===== config.mk =====
export PLATFORM = sky130hd
export DESIGN_NAME = inertial_pulse_filter
export DESIGN_NICKNAME = d
export VERILOG_FILES = /design/src/rtl/inertial_pulse_filter.sv
export SDC_FILE = /design/constraint.sdc
export NUM_CORES = 1
export LEC_CHECK = 0
export CORE_MARGIN = 8
export CORE_UTILIZATION = 23
export DETAILED_ROUTE_END_ITERATION = 10
export PLACE_DENSITY = 0.44
export SYNTH_ARGS = -nofsm -noshare
export SYNTH_HDL_FRONTEND = slang
export SYNTH_SLANG_ARGS = --single-unit
export TNS_END_PERCENT = 5

===== constraint.sdc =====
create_clock -name clk -period 3.5 [get_ports clk]
set_input_delay 0.7 -clock clk [delete_from_list [all_inputs] [get_ports clk]]
set_output_delay 0.7 -clock clk [all_outputs]
set_load 0.005 [all_outputs]

===== src/rtl/inertial_pulse_filter.sv =====
// inertial_pulse_filter: inertial/transport delay stage; INERTIAL_REJECT_CNT_EN adds reject_cnt
module inertial_pulse_filter #(
   parameter int               WIDTH     = 1,
   parameter int               DELAY     = 5,
   parameter logic [WIDTH-1:0] RESET_VAL = '0,
   parameter int               CNT_W     = 8
) (
   input  logic             clk,
   input  logic             rst_n,
   input  logic             mode_transport,
   input  logic [WIDTH-1:0] din,
   output logic [WIDTH-1:0] dout,
   output logic             dout_chg,
   output logic             reject,
   output logic             busy
`ifdef INERTIAL_REJECT_CNT_EN
   ,
   output logic [CNT_W-1:0] reject_cnt
`endif
);
   localparam int CW = $clog2(DELAY + 1);
   localparam logic STABLE = 1'b0;
   localparam logic PEND   = 1'b1;
   logic                        state_q, state_d;
   logic [CW-1:0]               cnt_q, cnt_d;
   logic [WIDTH-1:0]            pend_q, pend_d, dout_q, dout_d;
   logic                        chg_q, chg_d, rej_q, rej_d;
   logic [DELAY-1:0][WIDTH-1:0] pipe_q, pipe_d;
   always_comb begin
      pipe_d = pipe_q;
      pipe_d[0] = din;
      for (int k = 1; k < DELAY; k++) pipe_d[k] = pipe_q[k-1];
      state_d = state_q;
      cnt_d   = cnt_q;
      pend_d  = pend_q;
      dout_d  = dout_q;
      rej_d   = 1'b0;
      if (mode_transport) begin
         dout_d  = pipe_q[DELAY-1];
         state_d = STABLE;
         cnt_d   = '0;
      end else if (state_q == STABLE) begin
         if (din != dout_q) begin
            pend_d = din;
            cnt_d  = CW'(1);
            if (DELAY == 1) dout_d = din;
            else state_d = PEND;
         end
      end else if (din == pend_q) begin
         cnt_d = (cnt_q == CW'(DELAY)) ? cnt_q : cnt_q + CW'(1);
         if (cnt_q + CW'(1) == CW'(DELAY)) begin
            dout_d  = pend_q;
            state_d = STABLE;
         end
      end else if (din == dout_q) begin
         state_d = STABLE;
         rej_d   = 1'b1;
      end else begin
         pend_d = din;
         cnt_d  = CW'(1);
      end
      chg_d = dout_d != dout_q;
   end
   always_ff @(posedge clk) begin
      if (!rst_n) begin
         state_q <= STABLE;
         cnt_q   <= '0;
         pend_q  <= RESET_VAL;
         dout_q  <= RESET_VAL;
         chg_q   <= 1'b0;
         rej_q   <= 1'b0;
         pipe_q  <= {DELAY{RESET_VAL}};
      end else begin
         state_q <= state_d;
         cnt_q   <= cnt_d;
         pend_q  <= pend_d;
         dout_q  <= dout_d;
         chg_q   <= chg_d;
         rej_q   <= rej_d;
         pipe_q  <= pipe_d;
      end
   end
`ifdef INERTIAL_REJECT_CNT_EN
   logic [CNT_W-1:0] rcnt_q, rcnt_d;
   always_comb rcnt_d = (rej_d && !(&rcnt_q)) ? rcnt_q + CNT_W'(1) : rcnt_q;
   always_ff @(posedge clk) begin
      if (!rst_n) rcnt_q <= '0;
      else rcnt_q <= rcnt_d;
   end
   assign reject_cnt = rcnt_q;
`endif
   assign dout     = dout_q;
   assign dout_chg = chg_q;
   assign reject   = rej_q;
   // a PEND left over from the last inertial edge is not reported once transport is selected
   assign busy     = (state_q == PEND) && !mode_transport;
endmodule

**Yosys cells after proc, flatten, opt, wreduce, memory -nomap -nowiden**

Index checks and enable logic that the tools add are counted.

- Flip-flop bits (word level): 13
- Word-level logic and storage cells: 51

- Add/subtract/negate cells: 1
- Equality and inequality tests: 10
- Mux-type cells: 19
- Bitwise operators: 3
- Reductions and logical operators: 7

Operators by type and width:

| operator | number |
|---|---|
| 3-bit 2-to-1 mux | 5 |
| 1-bit 2-to-1 mux | 14 |
| 3-bit == test (second input constant) | 2 |
| 3-bit inequality test (second input constant) | 2 |
| 2-bit inequality test (second input constant) | 2 |
| 4-bit AND reduction | 1 |
| 4-bit OR reduction | 1 |
| 3-bit by 1-bit adder with 3-bit output (second input constant) | 1 |
| 1-bit inverter | 3 |
| 3-bit AND reduction | 1 |
| 1-bit == test | 2 |
| 1-bit inequality test | 2 |
| 2-bit nonzero test | 1 |
| 2-bit OR reduction | 1 |
| 1-bit logical AND | 1 |
| 1-bit zero test | 1 |

**Depth between registers and ports, before layout**

Gate-level depths: netlist of the first run.

- Depth in word-level cells: 7
- Mapped depth: 6

**Least setup slack after synthesis of the first run**

No wires, ideal clock.

- Path kind: input port to output port
- Start: in mode_transport
- End: out busy
- Data arrival time: 0.815 ns
- Data required time: 2.800 ns
- Setup slack: 1.985 ns
- Stages: 1
- Buffers on the path: 0
- Cells stage by stage: nor2b_1

- Cells in the longest elaborated chain, start to end: 2

Ends and longest elaborated chain:

| item | RTL line | text |
|---|---|---|
| from (decl) | 10 | `input logic mode_transport,` |
| 1-bit zero test | 96 | `assign busy = (state_q == PEND) && !mode_transport;` |
| 1-bit logical AND | 96 |  |
| to (decl) | 15 | `output logic busy` |

Every way passes these cells.

**Worst setup path after layout of the first run**

Ends and elaborated chain as after synthesis.

==> impl_metrics.yaml, run 1 <==
status:
  status: "completed"
timing:
  final-max-slew-violation-count: 0
  min_period_ns: 2.63
  fin_skew_ns: 0.00339
  grt_setup_unrepaired: "no"
  maxSlewHeadroom_pct: 79.8
  tightest_slew_ns: 0.302
  hold_viol: 0
  setup_tns_ns: 0
  max_freq_mhz: 381
  setup_viol: 0
  fin_crit_sh_pct: 75.1
synthesis:
  ys_ff_latch: 13
  syn-cell-area_um2: 642
  yosysTopAreaCellShare_pct: 40.5
  synthFlopType: "dfxtp_1"
  syn-num-nets: 78
  ys_seq_area_share_pct: 40.5
  synth_cell_types: 35
  synthMostInstantiatedCell: "dfxtp_1"
  async_reset_ff_share_pct: 0
  synth_top_area_cell: "dfxtp_1"
  synthTopCellsByArea: "dfxtp_1 41%, and2_1 5.8%, ha_1 5.8%"
  yosys_warnings: 0
  netlist_top_cells_count: "13 x dfxtp_1, 6 x and2_1, 6 x nand2_1, 5 x inv_1"
  synth_edf_count: 0
  syn-mean-instance-area_um2: 9.04
  syn_inst: 71
setup_path:
  regToRegSetupSlack_ns: 1.98
  setup.worst_path.start_class: "input port"
  cp_top_family: "buffers and inverters"
  arrival_ns: 1.93
  path_common_cell: "clkdlybuf4s50_1"
  path_class: "in2out"
  worstPathRequired_ns: 2.80
  crit_path_end_kind: "output port"
  worstPathMaxFanout: 9
  cpPeakStageDelay_ns: 0.55
  cp_slowest_cell: "clkdlybuf4s50_1"
  path_cells: "clkdlybuf4s50_1, nor2b_1, clkdlybuf4s50_1"
  critPathBufInv: 2
clocking:
  post-cts-setup-buffers: 0
  cts_tree: "built"
  cts-root-buf: "clkbuf_4"
  post_cts_resized: 0
  hold_buffers: 0
  clk_latency_ns: 0.28
  path_clk_slew_ns: 0.08
  clockBufferDepth: 2
  htreeDepth: 1
  clock-sinks: 13
  cts_buffers: 3
power:
  power_per_cell_area_nw_per_um2: 380
  power_leakage_nw: 0.298
  vdd_ir_drop_max_mv: 0.143
finish:
  layout-drive-gt1-share_pct: 8.75
  final_net_count: 88
  nFillCells: 309
  insertedDiodeCount: 0
  fin_cells: 111
  syn2layout_area_growth_pct: 18.7
routing:
  routed_wl_um: 1300
  first_pass_iters: 4
  num_vias: 494
  drt-initial-drc-count: 9
  vias_per_cell: 4.45
  route.detailed.drc: 0
  antenna_left: 0
  wire_per_inst_um: 11.7
global_routing:
  grt_max_degree: 11
  first_global_vias: 512
  overflow: 0
  grt_first_pass_wirelength_um: 2270
  antenna_found_initial: 0
  track_usage_pct: 6.19
placed_design:
  numPortBuffers: 7
  place_inst: 107
  place_congestion: 0.725
  dpl.hpwl_um: 964
flow_run:
  drv_cap: 0
die:
  rows: 19
  dieArea_um2: 4740
  initial_core_util_pct: 23.7
  dieHeight_um: 68.8
  coreArea_um2: 2710
  ioPinCount: 8
  die_w_um: 68.8
min_path:
  min_path_type: "reg2reg"
## worst paths after layout
| kind | startpoint | to | cells past startpoint |
|---|---|---|---|
| setup / recovery | mode_transport | busy | 3 |
| hold / removal | pipe_d[4] | pipe_q[4] | 1 |
| setup reg to reg | cnt_q[0] | dout_chg | 5 |
| hold reg to reg | pipe_d[4] | pipe_q[4] | 1 |
## power by group
group	switching [mW]	internal [mW]	leakage, nW
combinational	0.0164	0.0172	0.174
sequential	0.00609	0.153	0.106
clock	0.0549	0.0424	0.0177
## per-stage QoR
stage	worst slack [ns]	total power, mW	cell area (µm²)	util [%]	hold WS, ns
2_1_floorplan	1.99	0.184	642	-	0.412
3_3_place_gp	0.872	0.196	734	27.1	0.415
3_5_place_dp	0.869	0.196	734	27.1	0.419
4_1_cts	0.862	0.295	762	28.1	0.443
5_1_grt	0.796	0.304	762	28.1	0.447
6_report	0.873	0.290	762	28.1	0.439
## layer usage
| metal | track usage, % | wire [µm] |
|---|---|---|
| met5 | 0 | 0 |
| met4 | 2.26 | 17 |
| met3 | 2.10 | 68 |
| met2 | 9.87 | 607 |
| met1 | 7.58 | 605 |
## placed cells by master (no fill, tap or decap), types with 2 or more instances in the layout
cell type,netlist,final
a21oi_1,2,2
a31oi_1,2,2
and2_1,6,6
clkbuf_4,0,3
clkdlybuf4s50_1,0,7
dfxtp_1,13,13
ha_1,3,3
inv_1,5,5
mux2i_1,2,2
nand2_1,6,6
nand2b_1,2,2
nor2b_1,3,3
nor3_1,2,2
o21ai_0,2,2
## final cells by class
| cell class | instances | area, µm² | area share [%] |
|---|---|---|---|
| clock inverter | 1 | 5.00 | 0.657 |
| timing repair buffer | 7 | 70.1 | 9.20 |
| tap | 31 | 38.8 | 5.09 |
| inverter | 5 | 18.8 | 2.46 |
| clock buffer | 3 | 22.5 | 2.96 |
| sequential | 13 | 260 | 34.2 |
| multi-input combinational | 51 | 347 | 45.5 |
## sequential cells by signal (all words and copies together), names as in the netlist
signal and count:
cnt_q 3, dout 1, dout_chg 1, pend_q 1, pipe_d 4, pipe_q 1, reject 1, state_q 1
## logic make-up after synthesis
family	count (synthesis)	share of synthesized area (%)
mux	2	3.12
compound gates	15	16.0
fa+ha+maj	3	5.85
xor+xnor	2	2.73
simple gates	29	26.3
buf+inv	7	5.46
flops	13	40.5
(Power assumes the default switching activity.)
==> run 2: changes to the inputs <==
--- a/config.mk
+++ b/config.mk
@@ -8,7 +8,7 @@
 export CORE_MARGIN = 8
 export CORE_UTILIZATION = 23
 export DETAILED_ROUTE_END_ITERATION = 10
-export PLACE_DENSITY = 0.44
+export PLACE_DENSITY = 0.45
 export SYNTH_ARGS = -nofsm -noshare
 export SYNTH_HDL_FRONTEND = slang
 export SYNTH_SLANG_ARGS = --single-unit
==> constraint.sdc (replaced) <==
create_clock -name clk -period 2.1 [get_ports clk]
set_input_delay 0.42 -clock clk [delete_from_list [all_inputs] [get_ports clk]]
set_output_delay 0.42 -clock clk [all_outputs]
set_load 0.005 [all_outputs]
==> run 2 against run 1 <==
Worst setup slack worse by 0.65 ns. Critical path depth unchanged. Sequential cell count stayed put. Count of clock-buffer cells in the layout increased by 1. Total power up 66%. Via count increased by 2.0%. Core utilization increased by 0.23 points. Non-clock buffer count rose by 1. Die area unchanged. Design area rose by 0.82%. Critical endpoint unchanged. Register-to-register slack lost 1.4 ns.
==> impl_metrics.yaml, run 2 (same netlist as run 1, synthesis figures left out) <==
status:
  status: "completed"
routing:
  first_pass_iters: 4
  num_vias: 504
  routed_wl_um: 1300
  vias_per_cell: 4.50
  route.detailed.drc: 0
  drt-initial-drc-count: 23
  antenna_left: 0
  wire_per_inst_um: 11.6
setup_path:
  r2r-end: "dout_chg"
  r2r_start: "cnt_q[0]"
  setup.worst_path.start_class: "input port"
  worstPathRequired_ns: 1.68
  critPathBufInv: 2
  cp_top_family: "buffers and inverters"
  regToRegSetupSlack_ns: 0.63
  path_class: "in2out"
  arrival_ns: 1.46
  crit_path_end_kind: "output port"
  worstPathMaxFanout: 2
  worstRegToRegCells: 5
  cp_slowest_cell: "clkdlybuf4s50_1"
  cpPeakStageDelay_ns: 0.50
  path_common_cell: "clkdlybuf4s50_1"
  path_cells: "clkdlybuf4s50_1, nor2b_1, clkdlybuf4s50_1"
die:
  ioPinCount: 8
  coreArea_um2: 2710
  rows: 19
  initial_core_util_pct: 23.7
  dieArea_um2: 4740
  die_w_um: 68.8
  dieHeight_um: 68.8
clocking:
  path_clk_slew_ns: 0.09
  htreeDepth: 1
  cts_tree: "built"
  hold_buffers: 0
  post-cts-setup-buffers: 0
  cts-root-buf: "clkbuf_4"
  clk_latency_ns: 0.28
  post_cts_resized: 0
  cts_buffers: 3
  clock-sinks: 13
  clockBufferDepth: 2
global_routing:
  track_usage_pct: 6.43
  grt_max_degree: 11
  grt_first_pass_wirelength_um: 2260
  overflow: 0
  first_global_vias: 539
  antenna_found_initial: 0
power:
  power_per_cell_area_nw_per_um2: 628
  switching_share_pct: 25.7
  p_sw_uw: 124
  clkPwrFrac_pct: 33.3
  comb_power_share_pct: 11.8
  p_seq_share_pct: 54.9
  power_leakage_nw: 0.300
  vdd_ir_drop_max_mv: 0.317
  internal-power_uw: 358
  p_total_uw: 483
placed_design:
  numPortBuffers: 7
  place_congestion: 0.785
  dpl.hpwl_um: 985
  dpl_cell_area_um2: 742
timing:
  fin_skew_ns: 0.0116
  max_freq_mhz: 533
  setup_viol: 0
  grt_setup_unrepaired: "no"
  fin_crit_sh_pct: 89.4
  min_period_ns: 1.88
  hold_viol: 0
  tightest_slew_ns: 0.324
  maxSlewHeadroom_pct: 78.4
  setup_tns_ns: 0
  final-max-slew-violation-count: 0
finish:
  mostFrequentLayoutCells: "13 x dfxtp_1, 7 x clkdlybuf4s50_1, 6 x nand2_1, 6 x and2_1, 5 x inv_1"
  largest_reg_flops: 4
  postLayoutCellArea_um2: 768
  mostFrequentLayoutCell: "dfxtp_1"
  syn2layout_area_growth_pct: 19.7
  final_net_count: 89
  layout-drive-gt1-share_pct: 8.64
  insertedDiodeCount: 0
flow_run:
  drv_cap: 0
min_path:
  whs_endpoint: "pipe_d[2]"
  min_path_type: "reg2reg"
  min-delay-start: "pipe_d[1]"
  hold_depth: 1
## run 2: changes by cell type in the layout (fill, tap and decap cells not counted), sizes merged
| cell | previous run | this run |
|---|---|---|
| clkinv | 1 | 0 |
| clkbuf | 3 | 4 |
| buf | 0 | 1 |
## run 2: worst register-to-register path, delay by kind of cell, from the launching register on
family	cells	cell delay, ns
AOI/OAI and AO/OA	1	0.19
xor gates and xnor gates	1	0.16
adders and majority gates	1	0.23
DFF	1	0.40
and+or+nand+nor	2	0.43
## run 2: how the worst max path moves through the flow
stage / from / end / slack, ns / cells after the start
final: mode_transport / busy / 0.22 / 3
after global placement: mode_transport / busy / 0.22 / 3
after global routing: state_q / busy / 0.12 / 2
after detailed placement: din / cnt_q[2] / 0.22 / 5
after floorplan: cnt_q[0] / dout_chg / 0.82 / 5
after CTS: mode_transport / busy / 0.21 / 3
## run 2: through the flow
step / instances / hold WS [ns] / utilization (%) / setup WS (ns)
final: 112 / 0.438 / 28.3 / 0.223
after global placement: 108 / 0.413 / 27.4 / 0.220
after global routing: 112 / 0.464 / 28.3 / 0.122
after floorplan: 71 / 0.412 / - / 0.815
after CTS: 112 / 0.441 / 28.3 / 0.212
after detailed placement: 108 / 0.420 / 27.4 / 0.221
## run 2: final cells by class
class	instances	area [µm²]
flip-flops and latches	13	260
fillers	316	1940
repair buffers	8	77.6
inverters	5	18.8
clock buffers	4	26.3
multi-input cells	51	347
well taps	31	38.8
## run 2: power by group through the flow
stage | Combinational [mW] | Sequential (mW) | Clock, mW
floorplan | 0.0411 | 0.265 | 0
global placement | 0.0586 | 0.271 | 0
detailed placement | 0.0577 | 0.271 | 0
CTS | 0.0581 | 0.265 | 0.166
global route | 0.0645 | 0.267 | 0.182
finish | 0.0570 | 0.265 | 0.161
## run 2: routing by layer
layer  global-route usage (%)  wire (µm)  vias up
met5                        0          0        -
met4                     2.76         19        0
met3                     4.20        124        4
met2                     9.87        561       11
met1                     6.84        590      225
li1                         -          -      264
